--- config.mk ---
export PLATFORM = sky130hd
export DESIGN_NAME = nibble_serial_adder
export DESIGN_NICKNAME = d
export VERILOG_FILES = /design/src/rtl/nsa_pkg.sv /design/src/rtl/four_bit_rca.sv /design/src/rtl/nibble_serial_adder.sv
export SDC_FILE = /design/constraint.sdc
export NUM_CORES = 1
export LEC_CHECK = 0
export ABC_AREA = 1
export BUFFER_PORTS_ARGS = -buffer_cell sky130_fd_sc_hd__buf_2
export CAP_MARGIN = 20
export CELL_PAD_IN_SITES_DETAIL_PLACEMENT = 1
export CELL_PAD_IN_SITES_GLOBAL_PLACEMENT = 2
export CORE_MARGIN = 2
export CORE_UTILIZATION = 28
export CTS_CLUSTER_SIZE = 10
export DETAILED_ROUTE_END_ITERATION = 10
export PLACE_DENSITY = 0.7
export SYNTH_ARGS = -nofsm -noshare
export SYNTH_HDL_FRONTEND = slang
export SYNTH_HIERARCHICAL = 1
export SYNTH_SLANG_ARGS = --single-unit
--- constraint.sdc ---
create_clock -name clk -period 3.9 [get_ports clk]
set_clock_uncertainty 0.2 [all_clocks]
set_input_delay 0 -clock clk [delete_from_list [all_inputs] [get_ports clk]]
set_output_delay 0 -clock clk [all_outputs]
set_load 0.1 [all_outputs]
--- src/rtl/nsa_pkg.sv ---
// Shared types and constants for nibble_serial_adder.
package nsa_pkg;

    localparam int NIBBLE_W = 4;

    typedef enum logic [1:0] {
        IDLE = 2'd0,
        ADD  = 2'd1,
        DONE = 2'd2
    } state_t;

    // Counter width for a given nibble count; never narrower than one bit.
    function automatic int cnt_width(input int nibbles);
        return (nibbles > 1) ? $clog2(nibbles) : 1;
    endfunction

endpackage

--- src/rtl/four_bit_rca.sv ---
// Four-bit ripple-carry adder: a chain of four full adders.
module four_bit_rca (
    input  logic [3:0] A,
    input  logic [3:0] B,
    input  logic       Cin,
    output logic [3:0] S,
    output logic       Cout
);

    logic [4:0] w_c;

    assign w_c[0] = Cin;

    // One full adder per bit; carry ripples from bit 0 upward.
    for (genvar i = 0; i < 4; i++) begin : g_fa
        assign S[i]     = A[i] ^ B[i] ^ w_c[i];
        assign w_c[i+1] = (A[i] & B[i]) | (w_c[i] & (A[i] ^ B[i]));
    end

    assign Cout = w_c[4];

endmodule

--- src/rtl/nibble_serial_adder.sv ---
// Multi-cycle WIDTH-bit adder that feeds one nibble per clock (LSB first)
// through a single four_bit_rca, registering the carry between nibbles.
// Valid/ready handshakes on both operand input and result output.
// Optional build macro NSA_SUB_MODE_EN adds a 'sub' port for a - b.
// WIDTH must be a multiple of 4 and at least 4.
module nibble_serial_adder
    import nsa_pkg::*;
#(
    parameter int WIDTH = 16
) (
    input  logic             clk,
    input  logic             rst_n,
    input  logic             in_valid,
    output logic             in_ready,
    input  logic [WIDTH-1:0] a,
    input  logic [WIDTH-1:0] b,
    input  logic             cin,
`ifdef NSA_SUB_MODE_EN
    input  logic             sub,
`endif
    output logic             out_valid,
    input  logic             out_ready,
    output logic [WIDTH-1:0] sum,
    output logic             cout
);

    localparam int NIBBLES = WIDTH / NIBBLE_W;
    localparam int CNT_W   = cnt_width(NIBBLES);
    localparam logic [CNT_W-1:0] LAST_CNT = CNT_W'(NIBBLES - 1);

    state_t             r_state;
    logic [WIDTH-1:0]   r_a_sh;
    logic [WIDTH-1:0]   r_b_sh;
    logic [WIDTH-1:0]   r_sum_sh;
    logic               r_carry;
    logic [CNT_W-1:0]   r_cnt;
    logic               r_in_ready;
    logic               r_out_valid;
    logic [WIDTH-1:0]   r_sum;
    logic               r_cout;

    logic [WIDTH-1:0]   w_b_in;
    logic               w_cin_in;
    logic [NIBBLE_W-1:0] w_rca_s;
    logic               w_rca_cout;
    logic [WIDTH-1:0]   w_sum_next;

    // Operand conditioning at accept: subtraction is a + ~b + 1.
    // NOTE: every always_comb output gets a value on every path, so no latch is inferred.
    always_comb begin
        w_b_in   = b;
        w_cin_in = cin;
`ifdef NSA_SUB_MODE_EN
        if (sub) begin
            w_b_in   = ~b;
            w_cin_in = 1'b1;
        end
`endif
    end

    four_bit_rca u_rca (
        .A    (r_a_sh[NIBBLE_W-1:0]),
        .B    (r_b_sh[NIBBLE_W-1:0]),
        .Cin  (r_carry),
        .S    (w_rca_s),
        .Cout (w_rca_cout)
    );

    // New nibble enters the sum shift register from the MSB end.
    if (NIBBLES == 1) begin : g_one_nibble
        assign w_sum_next = w_rca_s;
    end else begin : g_multi_nibble
        assign w_sum_next = {w_rca_s, r_sum_sh[WIDTH-1:NIBBLE_W]};
    end

    // Control FSM plus datapath registers: accept, shift-add, hold result.
    // NOTE: sequential state uses non-blocking assignments so every register
    // samples pre-edge values regardless of statement order.
    // NOTE: the operand/sum shift registers are reset too, because a reset
    // mid-operation must discard the partial result completely.
    always_ff @(posedge clk or negedge rst_n) begin
        if (!rst_n) begin
            r_state     <= IDLE;
            r_a_sh      <= '0;
            r_b_sh      <= '0;
            r_sum_sh    <= '0;
            r_carry     <= 1'b0;
            r_cnt       <= '0;
            r_in_ready  <= 1'b1;
            r_out_valid <= 1'b0;
            r_sum       <= '0;
            r_cout      <= 1'b0;
        end else begin
            case (r_state)
                IDLE: begin
                    if (in_valid) begin
                        r_a_sh     <= a;
                        r_b_sh     <= w_b_in;
                        r_carry    <= w_cin_in;
                        r_cnt      <= '0;
                        r_in_ready <= 1'b0;
                        r_state    <= ADD;
                    end
                end
                ADD: begin
                    r_a_sh   <= r_a_sh >> NIBBLE_W;
                    r_b_sh   <= r_b_sh >> NIBBLE_W;
                    r_sum_sh <= w_sum_next;
                    r_carry  <= w_rca_cout;
                    if (r_cnt == LAST_CNT) begin
                        r_sum       <= w_sum_next;
                        r_cout      <= w_rca_cout;
                        r_out_valid <= 1'b1;
                        r_state     <= DONE;
                    end else begin
                        r_cnt <= r_cnt + CNT_W'(1);
                    end
                end
                DONE: begin
                    if (out_ready) begin
                        r_out_valid <= 1'b0;
                        r_in_ready  <= 1'b1;
                        r_state     <= IDLE;
                    end
                end
                default: begin
                    r_out_valid <= 1'b0;
                    r_in_ready  <= 1'b1;
                    r_state     <= IDLE;
                end
            endcase
        end
    end

    assign in_ready  = r_in_ready;
    assign out_valid = r_out_valid;
    assign sum       = r_sum;
    assign cout      = r_cout;

endmodule
## Word-level counts from Yosys, hierarchy flattened

Cells that the tools add are included.

- Word-level logic and storage cells: 67
- Input port bits: 37
- Output and inout port bits: 19
- Register bits after elaboration: 72

- Reduce and logical (&&, ||, !) cells: 8
- Bitwise gates (word level): 22
- $add $sub $neg: 1
- Equality and inequality tests: 7
- Multiplexer cells: 19

Operator list:

| kind | number |
|---|---|
| 16-bit case mux with 2 select lines | 2 |
| 16-bit two-way mux | 2 |
| 3-bit AND reduction | 4 |
| 2-bit two-way mux | 5 |
| 1-bit bitwise AND | 8 |
| 2-bit inequality test (second input constant) | 4 |
| 1-bit XOR | 8 |
| 1-bit case mux with 3 select lines | 2 |
| 2-bit case mux with 3 select lines | 1 |
| 1-bit two-way mux | 5 |
| 2-bit equality test (second input constant) | 2 |
| 1-bit bitwise OR | 4 |
| 2-bit case mux with 2 select lines | 1 |
| 2-bit AND reduction | 2 |
| 2-bit by 1-bit adder with 2-bit output (second input constant) | 1 |
| 2-bit by 1-bit equality test with 1-bit output (second input constant) | 1 |
| 2-bit zero test | 1 |
| 1-bit inverter | 2 |
| 1-bit case mux with 2 select lines | 1 |
| 2-bit nonzero test | 1 |

## Longest topological paths before layout

Gate-level depths: netlist of run 1.

- Depth in word-level cells: 10
- Gate-level depth with buffers: 12
- Depth with buffers taken out: 12

## Hierarchy

The synthesis of run 1 kept the hierarchy.

By module, submodules not included:

| module | sequential area each (um^2) | instances | cells each | area an instance (um^2) |
|---|---|---|---|---|
| nibble_serial_adder | 1702.9 | 1 | 365 | 2966.6 |
| four_bit_rca | 0.0 | 1 | 14 | 117.6 |

## Worst setup path after synthesis of run 1

Ideal clock, no wire load.

- Path type: register -> register
- Start: register r_a_sh[0]
- End: register r_sum_sh[15]
- Period minus slack after synthesis: 2.339 ns
- Slack: 1.561 ns
- Library setup time: 0.083 ns
- Cell stages (with the launch flop): 11
- Path buffers: 0
- Required time: 3.617 ns
- Data arrival time: 2.057 ns
- Cell sequence: dfrtp_1 fa_1 inv_1 fa_1 inv_1 fa_1 inv_1 fa_1 inv_1 inv_1 o21ai_0

- Longest elaborated chain between the ends: 8
- Elaborated cells on any way between the ends: 9
- Classes of those cells: bitwise (9)

Ends and longest elaborated chain:

| what | RTL line | text |
|---|---|---|
| from (decl) | nibble_serial_adder.sv:32 | `logic [WIDTH-1:0] r_a_sh;` |
| from (signal assigned) | nibble_serial_adder.sv:106 | `r_a_sh <= r_a_sh >> NIBBLE_W;` |
| 1-bit XOR | four_bit_rca.sv:17 | `assign w_c[i+1] = (A[i] & B[i]) \| (w_c[i] & (A[i] ^ B[i]));` |
| 1-bit bitwise AND | four_bit_rca.sv:17 |  |
| 1-bit bitwise OR * | four_bit_rca.sv:17 |  |
| 1-bit bitwise AND * | four_bit_rca.sv:17 |  |
| 1-bit bitwise OR * | four_bit_rca.sv:17 |  |
| 1-bit bitwise AND * | four_bit_rca.sv:17 |  |
| 1-bit bitwise OR * | four_bit_rca.sv:17 |  |
| 1-bit XOR * | four_bit_rca.sv:16 | `assign S[i] = A[i] ^ B[i] ^ w_c[i];` |
| via w_rca_s[3] | nibble_serial_adder.sv:44 | `logic [NIBBLE_W-1:0] w_rca_s;` |
| to (signal assigned) | nibble_serial_adder.sv:108 | `r_sum_sh <= w_sum_next;` |
| to (decl) | nibble_serial_adder.sv:34 | `logic [WIDTH-1:0] r_sum_sh;` |

Mark *: on every way through the listed nets, which the timed path passes. The rest lies on a longest branch.
A chain may end at the register's enable or synchronous reset.

## Worst setup path in the final report of run 1

Same ends and word-level chain as after synthesis.

==> summary.md, run 1 <==
| Metric | Value |
|---|---|
| Status | complete, no violations |
| CP max stage cell | fa_1 |
| Async S/R FF share, synth | 100% |
| Kind of end point of the critical path | register |
| Max Cap Viol | 0 |
| Skew-Pair Late Insertion Delay | 340 ps |
| Via/cell ratio | 4.39 |
| CTS Sinks | 68 |
| Most frequent CP cell | inv_1 |
| Pre-Repair DR Iteration Count | 4 |
| Ant. Diodes | 0 |
| Num CTS Buffers | 9 |
| Count of pins over their slew limit | 0 |
| Non-filler cells, final | 613 |
| Net count, final | 510 |
| RSZ-0062 raised after global routing | no |
| Layout cells sized above 1 | 17.3% |
| Tot GR Track Use | 14.8% |
| Post-CTS sizing | 0 |
| Leading area contributor after synthesis | dfrtp_1 |
| Core Rows | 38 |
| Die area | 11900 um2 |
| Final Hold Violating Endpoints | 0 |
| Crit-path cells | fa_1 > inv_1 > fa_1 > inv_1 > fa_1 > inv_1 > fa_1 > inv_1 > inv_1 > o21ai_0 |
| Most common cell after layout, fill and taps aside | nand2_1 |
| CP max stage delay | 420 ps |
| Static Leakage | 0.00221 uW |
| Achievable frequency | 0.407 GHz |
| Post-synthesis simple-gate area fraction | 29.8% |
| Crit path required time | 3970 ps |
| PnR worst setup slack | 1440 ps |
| Starting DRT DRC Count | 101 |
| Initial Utilization | 28.6% |
| #FFs+latches synth | 68 |
| Antenna violations before repair | 0 |
| Synth Area in Compound Gates | 4.83% |
| H-tree levels | 3 |
| Period minus WS final | 2460 ps |
| Hold Crit Class | in -> async |
| I/O pin count | 56 |
| Largest family of logic cells by synthesized area | simple AND/OR/NAND/NOR gates |
| Synth area leaders | dfrtp_1, nand2_1, nand3_1 |
| Commonest register cell after synthesis | dfrtp_1 |
| WP data arrival | 2530 ps |
| Worst slew margin | 56.5% |
| Crit-path max FO | 2 |
| DP Worst Slack | 1420 ps |
| Post-Synth XOR/XNOR Area | 0% |
| Design area | 4030 um2 |
| CTS tree | done |
| Post-synth EDFFs | 0 |
| Width of the die | 109 um |
| Synth unique cells | 22 |
| Syn Inst Count | 379 |
| Final setup vio count | 0 |
| # port buffers | 55 |
| Cell area power density | 912 nW/um2 |
| Multiplexer area fraction after synthesis | 0% |
| Final TNS setup | 0 ps |
| Adder-Cell Fraction of Synth Area | 3.00% |
| DP Cell Count | 560 |
| Antenna Nets Post-Route | 0 |
| Vias in the first global route | 2822 |
| Synthesized net count | 421 |
| Final Cycle Share | 63.0% |
| First-pass GRT wire length | 13500 um |
| Final Wtd Congestion | 0.765 |
| Root buf cell | clkbuf_8 |
| Layout overhead on the synthesized area | 30.6% |
| DP Area | 3460 um2 |
| Mean Syn Cell Area | 8.14 um2 |
| Largest net degree at the start of global routing | 50 |
| Die Y | 109 um |
| Top cell type's share of synthesized area | 54.4% |
| CTS max path bufs | 2 |
| Setup Fix Bufs, Post-CTS | 0 |
| DPL Wire Length | 4840 um |
| Maximum VDD drop | 0.000471 V |
| Sequential fraction of the synthesis area | 55.2% |
| CP Class | reg -> reg |
| CTS clock-pin slew for the worst setup and hold paths | 80 ps |
| Drt wl/cell | 12.9 um |
| Crit start category | register |
| Vias post-DR | 2691 |
| Cell Area, Synth | 3080 um2 |
| Global route overflow | 0 |
| Residual DRC | 0 |
| CORE AREA | 10800 um2 |
| Yosys warns | 6 |
| Most frequent cells in the layout | nand2_1, dfrtp_1, buf_2 |
| Worst slew pin tran | 652 ps |
| WL final | 7930 um |
area by class of cell:
cell class,instances,area (um2)
Tap cell,140,175
Timing Repair Buffer,96,676
Fill cell,1354,6770
Multi-Input combinational cell,263,1160
Inverter,30,113
Clock buffer,10,138
Clock inverter,6,63.8
Sequential cell,68,1700
critical path: cells and delay by family, from the launching register on:
family	cells	cell delay, ps
adder cells (fa/ha/maj)	4	1350
flip-flops	1	400
buffers and inverters	5	290
AO/OA/AOI/OAI	1	130
registers in the layout, summed over array words and instances (netlist names):
| register | flops |
|---|---|
| out_valid | 1 |
| cout | 1 |
| r_carry | 1 |
| r_sum_sh | 12 |
| r_state | 2 |
| r_b_sh | 16 |
| r_a_sh | 16 |
| r_cnt | 2 |
| sum | 16 |
| in_ready | 1 |
power by group:
group          leakage (uW)  internal [uW]  total [uW]  switching [uW]
sequential         0.000865           1020        1190             169
clock             0.0000983            312         595             284
combinational       0.00125            457        1890            1430
total               0.00221           1790        3670            1880
worst paths after layout:
check | cells after the start | slack, ps | start | end
min in group clk | 4 | 180 | b[13] | r_b_sh[13]
worst max register to register | 10 | 1440 | r_a_sh[0] | r_sum_sh[15]
worst max-delay path | 10 | 1440 | r_a_sh[0] | r_sum_sh[15]
max in group asynchronous | 3 | 2470 | rst_n | r_b_sh[9]
worst min register to register | 2 | 270 | sum[3] | sum[3]
worst min-delay path | 2 | 20 | rst_n | out_valid
per-stage QoR:
stage | total power, uW | hold WS [ps] | utilization (%)
after floorplan | 2700 | -496 | -
after global routing | 4030 | 58.0 | 37.3
after CTS | 3760 | 27.3 | 37.3
after global placement | 3050 | -131 | 32.0
after detailed placement | 3100 | -125 | 32.0
final | 3670 | 20.3 | 37.3
cells by family after synthesis:
kind of cell / after synthesis
buf+inv: 48
compound gates: 28
fa+ha+maj: 5
simple gates: 230
flops: 68
per-layer routing:
metal  routed length (um)  share of wire, %  global-route usage, %  up-vias
li1                     -                 -                      -     1336
met3                  289               3.6                   3.59       11
met1                 3740                47                   18.3     1295
met2                 3790                48                   25.5       49
met4                  106               1.3                   4.67        0
met5                    0                 0                      0        -
Yosys cell counts (2+ instances only):
master      n
buf_2       9
buf_4       4
buf_6       2
clkbuf_1    2
dfrtp_1    67
fa_1        4
inv_1      27
inv_2       3
nand2_1   192
nand2_2     2
nand3_1    32
nand3b_1    2
o21ai_0    11
o21ai_1    14
timing repair:
item	in CTS	in global routing
hold endpoints to repair	64	0
setup endpoints to repair	0	0
hold buffers	37	0
No activity file was read; power rests on OpenSTA's default activity.
==> inputs of run 2 (changes only) <==
Clock period 3.9 ns to 2.3 ns, I/O delays scaled along.
==> summary.md, run 2 (synthesis results as in run 1) <==
| Metric | Value |
|---|---|
| Antenna violations before repair | 0 |
| Static Leakage | 0.00231 uW |
| Failing checks | setup timing |
| DPL Wire Length | 5100 um |
| Die area | 11900 um2 |
| Fill cells | 1321 |
| Starting DRT DRC Count | 88 |
| PnR worst setup slack | -40.1 ps |
| Vias in the first global route | 3080 |
| Initial Utilization | 28.6% |
| Layout cells sized above 1 | 19.6% |
| Max Cap Viol | 0 |
| Num CTS Buffers | 9 |
| Drt wl/cell | 12.8 um |
| Most common cell after layout, fill and taps aside | nand2_1 |
| Worst slew pin tran | 611 ps |
| Pre-Repair DR Iteration Count | 4 |
| First-pass GRT wire length | 14100 um |
| Tot GR Track Use | 15.2% |
| Largest net degree at the start of global routing | 46 |
| Layout overhead on the synthesized area | 36.8% |
| CTS tree | done |
| Crit-path max FO | 2 |
| Residual DRC | 0 |
| Period minus WS final | 2340 ps |
| CTS max path bufs | 2 |
| Maximum VDD drop | 0.000702 V |
| Internal | 3340 uW |
| H-tree levels | 3 |
| Final Cycle Share | 102% |
| Final Wtd Congestion | 0.733 |
| WP data arrival | 2390 ps |
| Flop pwr share | 31.2% |
| Hold Crit Class | in -> async |
| FF-to-FF End | sum[15] |
| FF-to-FF setup slack | -40 ps |
| Most frequent cells in the layout | nand2_1, dfrtp_1, buf_2 |
| Core Rows | 38 |
| Via/cell ratio | 4.40 |
| DP Worst Slack | -95.0 ps |
| Global route overflow | 0 |
| Die Y | 109 um |
| Switching share of power | 49.1% |
| Kind of end point of the critical path | register |
| # port buffers | 55 |
| Width of the die | 109 um |
| RSZ-0062 raised after global routing | yes |
| WL final | 8050 um |
| CORE AREA | 10800 um2 |
| Crit start category | register |
| Root buf cell | clkbuf_8 |
| Crit path required time | 2350 ps |
| Achievable frequency | 0.427 GHz |
| CP Class | reg -> reg |
| CTS Sinks | 68 |
| Skew-Pair Late Insertion Delay | 340 ps |
| Ant. Diodes | 0 |
| Register area | 1700 um2 |
| R2r startpoint | r_a_sh[0] |
| Hold WS | 5.51 ps |
| Vias post-DR | 2773 |
| Count of pins over their slew limit | 0 |
| Final Hold Violating Endpoints | 0 |
| Worst slew margin | 59.3% |
| Antenna Nets Post-Route | 0 |
| Status | finished with violations |
| Overall Power | 6570 uW |
| Cell area power density | 1560 nW/um2 |
| I/O pin count | 56 |
| Clock power frac | 16.4% |
| Net count, final | 527 |
| CTS clock-pin slew for the worst setup and hold paths | 70 ps |
| NetSw | 3230 uW |
| Logic gate share of total power | 52.5% |
| Final setup vio count | 2 |
| Reg2Reg Depth | 10 |
| Multi-input gate area | 1170 um2 |
-- run 2: layout make-up --
type	instances	area share [%]
Tap cell	140	4.15
Timing Repair Buffer	113	20.0
Inverter	30	2.73
Multi-Input combinational cell	263	27.7
Clock inverter	5	1.78
Sequential cell	68	40.3
Clock buffer	11	3.35
-- run 2: worst max path at each step --
stage	start	endpoint	slack, ps	depth (start not counted)
floorplan	r_a_sh[0]	r_sum_sh[15]	20	10
global placement	r_a_sh[0]	sum[15]	-50	10
detailed placement	r_a_sh[0]	sum[15]	-100	10
CTS	r_carry	sum[15]	-40	10
global route	r_a_sh[0]	sum[15]	-130	10
finish	r_a_sh[0]	sum[15]	-40	10
-- run 2: worst max-delay path: stages, from the launching register on --
cell,delay (ps)
dfrtp_1,400
fa_2,390
inv_2,60
fa_2,180
inv_2,40
fa_2,320
inv_2,60
fa_1,410
inv_2,70
inv_2,30
o21ai_1,100
-- run 2: metal layers --
metal / track usage, % / wire length [um]
met2: 27.6 / 4040
met5: 0 / 0
met1: 18.1 / 3660
met4: 3.85 / 74
met3: 3.41 / 268
-- run 2: power groups by stage --
stage / Clock (uW) / Sequential, uW / Combinational (uW)
after floorplan: 0 / 3010 / 1580
final: 1070 / 2050 / 3450
after detailed placement: 0 / 2080 / 3220
after CTS: 1120 / 2060 / 3460
after global routing: 1170 / 2120 / 3900
after global placement: 0 / 2060 / 3180
-- run 2: timing repair --
item / 4_1_cts / 5_1_grt
resized for setup: 3 / 7
setup endpoints to repair: 2 / 6
setup buffers: 1 / 2
hold buffers: 48 / 0
pin swaps: 3 / 3
endpoints found under the hold margin: 107 / 0
cloned: 0 / 0
-- run 2: through the flow --
step	area (um2)	cells	util [%]	TNS, ps
6_report	4220	630	39.1	-66.6
3_5_place_dp	3490	563	32.4	-171
3_3_place_gp	3490	563	32.4	-79.0
4_1_cts	4200	628	38.9	-93.5
2_1_floorplan	3090	379	-	0
5_1_grt	4220	630	39.1	-275
==> inputs of run 3 (changes only) <==
Settings changed: CAP_MARGIN 20 to 5, HOLD_SLACK_MARGIN from default to 0.08.
==> summary.md, run 3 (synthesis results as in run 1) <==
| Metric | Value |
|---|---|
| Cell area power density | 1560 nW/um2 |
| Vias in the first global route | 3173 |
| WL final | 8310 um |
| CP max stage cell | fa_1 |
| Final Wtd Congestion | 0.733 |
| Hold WS | 273 ps |
| Root buf cell | clkbuf_8 |
| Die Y | 109 um |
| Most common cell after layout, fill and taps aside | nand2_1 |
| Antenna violations before repair | 0 |
| Core Rows | 38 |
| Achievable frequency | 0.427 GHz |
| CTS max path bufs | 2 |
| Antenna Nets Post-Route | 0 |
| Max Cap Viol | 0 |
| CTS Sinks | 68 |
| Net count, final | 550 |
| CP Class | reg -> reg |
| Ant. Diodes | 0 |
| Kind of end point of the critical path | register |
| Crit path required time | 2350 ps |
| Static Leakage | 0.00244 uW |
| Final Hold Violating Endpoints | 0 |
| Crit-path cells | fa_2 > inv_2 > fa_2 > inv_2 > fa_2 > inv_2 > fa_1 > inv_2 > inv_2 > o21ai_1 |
| CTS tree | done |
| Hold Crit Class | reg -> reg |
| Worst slew pin tran | 597 ps |
| Vias post-DR | 2871 |
| Status | finished with violations |
| WP data arrival | 2390 ps |
| Count of pins over their slew limit | 0 |
| Failing checks | setup timing |
| Period minus WS final | 2340 ps |
| Starting DRT DRC Count | 118 |
| Reg2Reg Depth | 10 |
| RSZ-0062 raised after global routing | yes |
| Design area | 4460 um2 |
| First-pass GRT wire length | 14500 um |
| I/O pin count | 56 |
| H-tree levels | 3 |
| CTS clock-pin slew for the worst setup and hold paths | 70 ps |
| Crit start category | register |
| Die area | 11900 um2 |
| Initial Utilization | 28.6% |
| DP Area | 3490 um2 |
| CORE AREA | 10800 um2 |
| Hold path cells | 2 |
| Worst slew margin | 60.0% |
| Residual DRC | 0 |
| PnR worst setup slack | -41.3 ps |
| Final setup vio count | 2 |
| Width of the die | 109 um |
| CP max stage delay | 410 ps |
| Most frequent CP cell | inv_2 |
| Pre-Repair DR Iteration Count | 4 |
| Layout overhead on the synthesized area | 44.7% |
| DPL Wire Length | 5100 um |
| Drt wl/cell | 12.7 um |
| Via/cell ratio | 4.40 |
| Crit-path max FO | 2 |
| Tot GR Track Use | 15.6% |
| Fill cells | 1316 |
| Global route overflow | 0 |
| # port buffers | 55 |
| Layout cells sized above 1 | 19.1% |
| Maximum VDD drop | 0.000703 V |
| Final TNS setup | -69.0 ps |
| Final Cycle Share | 102% |
| Skew-Pair Late Insertion Delay | 340 ps |
| Num CTS Buffers | 9 |
| Most frequent cells in the layout | nand2_1, dlygate4sd3_1, dfrtp_1 |
| Overall Power | 6960 uW |
| Post-layout util | 41.3% |
| Largest net degree at the start of global routing | 46 |
==> run 3: cell count changes in the layout (fill, tap and decap cells not counted) <==
cell,previous run,this run
buf_12,1,2
dfrtp_1,67,66
dfrtp_2,0,1
dlygate4sd3_1,48,70
==> run 3: cell type report <==
type	count	area (um2)	area share, %
clock buffers	11	141	3.17
multi-input cells	263	1170	26.2
well taps	140	175	3.93
clock inverters	5	75.1	1.68
flip-flops and latches	68	1700	38.2
repair buffers	136	1080	24.3
inverters	30	115	2.58
==> run 3: final timing paths <==
check	slack, ps	from	endpoint
max	-40	r_a_sh[0]	sum[15]
min	270	sum[1]	sum[1]
max reg2reg	-40	r_a_sh[0]	sum[15]
min reg2reg	270	sum[1]	sum[1]
max in group asynchronous	1070	rst_n	r_b_sh[4]
min in group asynchronous	560	rst_n	sum[0]
==> run 3: routing by layer <==
| metal | share of wire [%] | up-vias | track usage (%) |
|---|---|---|---|
| li1 | - | 1425 | - |
| met1 | 45 | 1392 | 18.7 |
| met2 | 50 | 47 | 28.3 |
| met3 | 3.4 | 7 | 3.47 |
| met4 | 0.89 | 0 | 3.85 |
| met5 | 0 | - | 0 |
==> run 3: power by group <==
group          switching, uW  internal [uW]
Sequential               318           1730
Combinational           2540           1300
Clock                    437            635
==> run 3: what timing repair did <==
action / CTS / global route
buffers inserted: 1 / 2
resized for setup: 3 / 8
endpoints found under the setup margin: 2 / 16
pin swaps: 3 / 3
gates cloned: 0 / 0
hold buffers: 71 / 0
hold endpoints to repair: 107 / 0
==> run 3: through the flow <==
| stage | std cells | worst slack, ps |
|---|---|---|
| after CTS | 651 | -44.8 |
| after floorplan | 379 | 24.0 |
| after detailed placement | 563 | -95.0 |
| after global placement | 563 | -45.0 |
| after global routing | 653 | -134 |
| final | 653 | -41.3 |
==> run 3: worst max-delay path: cells and delay by family, from the launching register on <==
| kind | cells | cell delay, ps |
|---|---|---|
| buf+inv | 5 | 260 |
| flops | 1 | 400 |
| fa+ha+maj | 4 | 1300 |
| compound gates | 1 | 100 |
